<file path="src/rtl/mem_port_arbiter.sv">
// mem_port_arbiter: round-robin arbiter that grants one requester at a time
// a single memory port for one command plus its data burst.
//
// state | meaning
// ------+---------------------------------------------------------------
// IDLE  | no burst open; pick next requester round-robin, latch command
// CMD   | command presented to memory; wait for mem_cmd_ready
// DATA  | data beats routed to/from the granted requester until last beat
module mem_port_arbiter #(
  parameter int NUM_REQ    = 4,
  parameter int ADDR_WIDTH = 64,
  parameter int LEN_WIDTH  = 8,
  localparam int IDW       = (NUM_REQ > 1) ? $clog2(NUM_REQ) : 1
) (
  input  logic                            clk,
  input  logic                            rst,
  input  logic [NUM_REQ-1:0]              req_valid,
  output logic [NUM_REQ-1:0]              req_ready,
  input  logic [NUM_REQ*ADDR_WIDTH-1:0]   req_addr,
  input  logic [NUM_REQ-1:0]              req_rd_wrn,
  input  logic [NUM_REQ*LEN_WIDTH-1:0]    req_len,
  output logic [NUM_REQ-1:0]              req_data_valid,
  input  logic [NUM_REQ-1:0]              req_data_ready,
  output logic                            mem_cmd_valid,
  input  logic                            mem_cmd_ready,
  output logic [ADDR_WIDTH-1:0]           mem_addr,
  output logic                            mem_rd_wrn,
  output logic [LEN_WIDTH-1:0]            mem_len,
  input  logic                            mem_data_valid,
  output logic                            mem_data_ready,
  output logic [IDW-1:0]                  grant_id,
  output logic                            busy,
  output logic                            done
);

  typedef enum logic [1:0] {IDLE, CMD, DATA} state_t;

  state_t                r_state;
  state_t                w_next;
  logic [IDW-1:0]        r_last_ptr;
  logic [IDW-1:0]        r_grant_id;
  logic [LEN_WIDTH-1:0]  r_beat_cnt;
  logic [ADDR_WIDTH-1:0] r_mem_addr;
  logic                  r_mem_rd_wrn;
  logic [LEN_WIDTH-1:0]  r_mem_len;

  logic                  w_found;
  logic [IDW-1:0]        w_pick;
  logic [IDW-1:0]        w_cand;
  logic [NUM_REQ-1:0]    w_grant_oh;
  logic                  w_beat;
  logic                  w_last;

  // Round-robin search starting just after the last completed grant.
  always_comb begin
    w_found = 1'b0;
    w_pick  = '0;
    w_cand  = '0;
    for (int k = 1; k <= NUM_REQ; k++) begin
      w_cand = IDW'((int'(r_last_ptr) + k) % NUM_REQ);
      if (!w_found && req_valid[w_cand]) begin
        w_found = 1'b1;
        w_pick  = w_cand;
      end
    end
  end

  assign w_grant_oh = {{(NUM_REQ-1){1'b0}}, 1'b1} << r_grant_id;
  assign w_beat     = (r_state == DATA) && mem_data_valid && req_data_ready[r_grant_id];
  assign w_last     = w_beat && (r_beat_cnt == r_mem_len);

  // State register.
  always_ff @(posedge clk or posedge rst) begin
    if (rst) r_state <= IDLE;
    else     r_state <= w_next;
  end

  // Next state and all handshake/gating outputs, decoded from the state.
  always_comb begin
    w_next         = r_state;
    mem_cmd_valid  = 1'b0;
    req_ready      = '0;
    mem_data_ready = 1'b0;
    req_data_valid = '0;
    busy           = 1'b0;
    done           = 1'b0;
    case (r_state)
      IDLE: begin
        if (w_found) w_next = CMD;
      end
      CMD: begin
        busy          = 1'b1;
        mem_cmd_valid = 1'b1;
        if (mem_cmd_ready) begin
          req_ready = w_grant_oh;
          w_next    = DATA;
        end
      end
      DATA: begin
        busy           = 1'b1;
        mem_data_ready = req_data_ready[r_grant_id];
        req_data_valid = mem_data_valid ? w_grant_oh : '0;
        if (w_last) begin
          done   = 1'b1;
          w_next = IDLE;
        end
      end
      default: w_next = IDLE;
    endcase
  end

  // Command latch, grant bookkeeping and beat counter.
  // The final beat is detected by compare, so beat_cnt never wraps even at
  // the maximum burst length.
  always_ff @(posedge clk or posedge rst) begin
    if (rst) begin
      r_last_ptr   <= IDW'(NUM_REQ - 1);
      r_grant_id   <= '0;
      r_beat_cnt   <= '0;
      r_mem_addr   <= '0;
      r_mem_rd_wrn <= 1'b0;
      r_mem_len    <= '0;
    end else begin
      case (r_state)
        IDLE: begin
          if (w_found) begin
            r_grant_id   <= w_pick;
            r_mem_addr   <= req_addr[int'(w_pick)*ADDR_WIDTH +: ADDR_WIDTH];
            r_mem_rd_wrn <= req_rd_wrn[w_pick];
            r_mem_len    <= req_len[int'(w_pick)*LEN_WIDTH +: LEN_WIDTH];
          end
        end
        CMD: begin
          if (mem_cmd_ready) r_beat_cnt <= '0;
        end
        DATA: begin
          if (w_last)      r_last_ptr <= r_grant_id;
          else if (w_beat) r_beat_cnt <= r_beat_cnt + 1'b1;
        end
        default: ;
      endcase
    end
  end

  assign mem_addr   = r_mem_addr;
  assign mem_rd_wrn = r_mem_rd_wrn;
  assign mem_len    = r_mem_len;
  assign grant_id   = r_grant_id;

endmodule
</file>
<file path="config.mk">
export PLATFORM = sky130hd
export DESIGN_NAME = mem_port_arbiter
export DESIGN_NICKNAME = d
export VERILOG_FILES = /design/src/rtl/mem_port_arbiter.sv
export SDC_FILE = /design/constraint.sdc
export NUM_CORES = 1
export LEC_CHECK = 0
export ABC_AREA = 1
export CAP_MARGIN = 20
export CELL_PAD_IN_SITES_DETAIL_PLACEMENT = 1
export CELL_PAD_IN_SITES_GLOBAL_PLACEMENT = 1
export CORE_AREA = 2 2 177 179
export DETAILED_ROUTE_END_ITERATION = 12
export DIE_AREA = 0 0 179 181
export PLACE_DENSITY_LB_ADDON = 0.1
export SETUP_SLACK_MARGIN = 0.3
export SKIP_CTS_REPAIR_TIMING = 1
export SLEW_MARGIN = 40
export SYNTH_ARGS = -nofsm -noshare
export SYNTH_HDL_FRONTEND = slang
export SYNTH_SLANG_ARGS = --single-unit
</file>
<file path="constraint.sdc">
create_clock -name clk -period 3.1 [get_ports clk]
set_input_delay 0.465 -clock clk [delete_from_list [all_inputs] [get_ports clk]]
set_output_delay 0.465 -clock clk [all_outputs]
set_load 0.05 [all_outputs]
</file>
==> metrics.sh <==
GRT_PASS1_WL_UM=53700
SYNTHESIS.INSTANCES=1375
SYNTHMOSTINSTANTIATEDCELL='sky130_fd_sc_hd__nand2_1'
ROUTED_WL_UM=34800
R2R_CELLS=16
OUTCOME='finished, final reports clean'
CTS_TREE='yes'
CTS_SINKS=87
ANTENNA_VIOLATING_NETS_POST_ROUTE=0
WORSTPATHBUFFERINVERTERCOUNT=2
DETAILROUTE.VIA_COUNT=9504
WORSTREG2REGSTART='r_last_ptr[1]$_DFFE_PP1P_'
LARGEST_CLOCK_SKEW_IN_THE_FINAL_DESIGN_PS=7.74
WORSTHOLDPATHCELLS=2
POST_ROUTE_CELLS_DRIVE_ABOVE_1_SHARE_PCT=3.55
WORSTHOLDPATHTYPE='reg -> reg'
DESIGN_POWER_TOTAL_mW=12.4
MAX_FREQ_GHz=0.380
DETAILED_PLACE_HPWL_UM=26000
POST_DRT_VIA_CELL_RATIO=4.48
CLK_ROOT_BUFFER_CELL='sky130_fd_sc_hd__clkbuf_16'
YOSYSWARNINGS=0
FLOORPLAN.ROWS=64
CRITICAL_PATH.TOP_DELAY_FAMILY='buffers and inverters'
FINALSETUPVIOLCOUNT=0
TIMING.MAX_SLEW.REL_SLACK_PCT=57.6
REMAINING_DRC_ERRORS=0
CLK_PIN_SLEW_PS=70
CLOCK_POWER_SHARE_PCT=9.9
POST_DRT_WL_PER_CELL_UM=16.4
INTERNAL_POWER_mW=5.46
NUMBER_OF_CELLS_IN_THE_FINISHED_LAYOUT_APART_FROM_FILLERS=2121
FINAL_MIN_PERIOD_OVER_CLOCK_PERIOD_PCT=84.8
TIMING.SETUP.CRITICAL_PATH_CLASS='reg -> out'
GRT_PASS1_VIAS=9726
RSZ0062_AT_GRT='no'
SYNTH_AREA_UM2=7810
INITIAL_CORE_UTIL_PCT=25.7
HOLD_WS_PS=479
GRT.OVERFLOW.TOTAL=0
GLOBALROUTETOTALUTIL_PCT=21.4
CP_CELL_SEQUENCE='inv_1, ha_1, nand2_1, nor2_1, clkdlybuf4s50_1'
SETUP.WORST_PATH.START_CLASS='flop'
YOSYS-TOP-CELLS-COUNT='516 x sky130_fd_sc_hd__nand2_1, 313 x sky130_fd_sc_hd__inv_1, 302 x sky130_fd_sc_hd__nand3_1'
SYNTH_TOP_AREA_CELL='sky130_fd_sc_hd__dfrtp_1'
FINALWEIGHTEDCONGESTION=0.843
FINISH.NET_COUNT=2022
MAX_CAP_VIOLATIONS=0
POST_SYNTH.CELL_AREA_AVG_UM2=5.68
END_POINT_OF_THE_WORST_HOLD_PATH='mem_addr[48]$_DFFE_PP0P_'
SETUP-TNS-FINAL_PS=0
PORT-BUFFER-COUNT=390
WORST_SLACK_PS=471
IO_PINS=391
PREDOMINANT_POST_SYNTHESIS_FLOP_CELL='sky130_fd_sc_hd__dfrtp_1'
PWR_DENS_nW_PER_UM2=999
PRE_CTS_SLACK_PS=307
CTS_BUFFER_DEPTH=2
TIMING.CRITICAL_PATH.TO_TYPE='output pin'
SHARE_COMB_OF_TOTAL_POWER_PCT=73.7
CRIT_PATH_START='r_state[0]$_DFFE_PP0P_'
FILLERS=3966
YOSYS.CELL_TYPES.COUNT=27
WORST-ENDPOINT-REQUIRED_PS=2630
POST-ROUTE-MIN-PERIOD_PS=2630
DR.PASS1.ITERS=4
WORSTPATHARRIVAL_PS=2160
FINAL_DESIGN_AREA_NO_FILL_UM2=12400
POWER.SEQUENTIAL.FRACTION_PCT=16.4
R2R_SLACK_PS=610
CLOCK_LATENCY_PS=360
WORST_PATH_LARGEST_CELL_DELAY_PS=820
HP-START='mem_addr[48]$_DFFE_PP0P_'
VDD.IR_DROP.WORST_V=0.000489
CTS_INSERTED_BUFFERS=9
DR.FIRST_ITER.DRC_COUNT=416
POWER.SHARE.SWITCHING_PCT=55.8
TIMING_HOLD_VIOLATIONS_FINAL=0
SYNTH-EDFF-COUNT=0
CRIT_PATH_MAX_FANOUT=5
HTREE_LEVELS=3
DIE_X_UM=179
GRT_START_MAX_NET_PINS=74
YS_SEQ_ELEMENTS=87
REG2REG_TO='mem_addr[38]$_DFFE_PP0P_'
SEQ_AREA_FRAC_SYNTH_PCT=27.9
CRITICAL-PATH-SLOWEST-CELL='sky130_fd_sc_hd__clkdlybuf4s50_1'
SYNTH_TOP_CELL_AREA_SHARE_PCT=27.2
FINAL_MAX_TRAN_VIOLS=0
WORST_PIN_SLEW_PS=633
GRT_ANTENNA_BEFORE_REPAIR=8
SYNTH_NETS=1684
DPL.CELL_COUNT=2098
DIE_HEIGHT_UM=181
LEAK_PWR_nW=6.79
FLOORPLAN.DIE_AREA_UM2=32400
LAYOUT-AREA-OVERHEAD-VS-SYNTH_PCT=58.4
YOSYS-TOP-CELLS-AREA='sky130_fd_sc_hd__dfrtp_1 27%, sky130_fd_sc_hd__nand2_1 25%, sky130_fd_sc_hd__nand3_1 19%'
PLACED_CELL_AREAS_UM2=12000
ASYNC_RESET_FF_SHARE_PCT=100
FIN_UTIL_PCT=40.8
SWITCHINGPOWER_mW=6.90
CORE_AREA_UM2=30300
-- flip-flops by register name (all words and copies together), names as in the netlist --
signal      flops
mem_rd_wrn      1
r_last_ptr      2
mem_addr       64
mem_len         8
grant_id        2
r_beat_cnt      8
r_state         2
-- power groups by stage --
stage	sequential [mW]	combinational, mW	clock (mW)
floorplan	3.64	4.64	0
global placement	2.03	9.16	0
detailed placement	2.05	9.24	0
CTS	2.04	9.27	1.26
global route	2.11	10.1	1.30
finish	2.03	9.11	1.22
-- kinds of logic after synthesis --
family                     Yosys count  synth area share (%)
adders and majority gates            5                 0.801
AOI/OAI and AO/OA                   19                  1.39
xor gates and xnor gates             7                 0.785
and+or+nand+nor                    858                  47.0
DFF                                 87                  27.9
buffers and inverters              399                  22.1
-- layout by cell type, fill, tap and decap left out, types with 4 or more instances in the layout --
cell,instances
sky130_fd_sc_hd__inv_1,312
sky130_fd_sc_hd__o21ai_0,15
sky130_fd_sc_hd__dfrtp_1,85
sky130_fd_sc_hd__buf_4,5
sky130_fd_sc_hd__xor2_1,5
sky130_fd_sc_hd__nand2_2,5
sky130_fd_sc_hd__ha_1,5
sky130_fd_sc_hd__buf_12,15
sky130_fd_sc_hd__nand2_1,513
sky130_fd_sc_hd__nor3_1,4
sky130_fd_sc_hd__nor2_1,19
sky130_fd_sc_hd__or2_2,4
sky130_fd_sc_hd__nand2_4,6
sky130_fd_sc_hd__clkdlybuf4s50_1,387
sky130_fd_sc_hd__clkbuf_16,9
sky130_fd_sc_hd__diode_2,7
sky130_fd_sc_hd__nand3_1,302
-- cell type report --
type	count	area, µm²	share of cell area, %
inverter	316	1190	9.62
sequential	87	2180	17.6
clock inverter	6	85.1	0.687
timing repair buffer	410	4250	34.3
antenna	7	17.5	0.142
tap	396	495	4.00
multi-input combinational	889	3930	31.8
clock buffer	10	229	1.85
-- per-layer routing --
metal  vias up  GRT usage [%]  part of all wire (%)
met5         -              0                 0.046
met4         2           7.25                   2.1
met3        33           5.16                   7.0
met2       254           38.3                    50
met1      4457           24.6                    40
li1       4758              -                     -
-- how the worst max path moves through the flow --
stage | end | cells past startpoint
6_report | req_data_valid[1] | 5
3_5_place_dp | mem_addr[27]$_DFFE_PP0P_ | 17
5_1_grt | mem_addr[20]$_DFFE_PP0P_ | 16
4_1_cts | mem_data_ready | 6
3_3_place_gp | mem_addr[31]$_DFFE_PP0P_ | 17
2_1_floorplan | grant_id[0]$_DFFE_PP0P_ | 1
-- tightest hold or removal path, cell delays in order (launching register included) --
cell and delay [ps]:
sky130_fd_sc_hd__dfrtp_1 340, sky130_fd_sc_hd__nand2_1 50, sky130_fd_sc_hd__nand2_1 50
No activity file was read; power rests on OpenSTA's default activity.
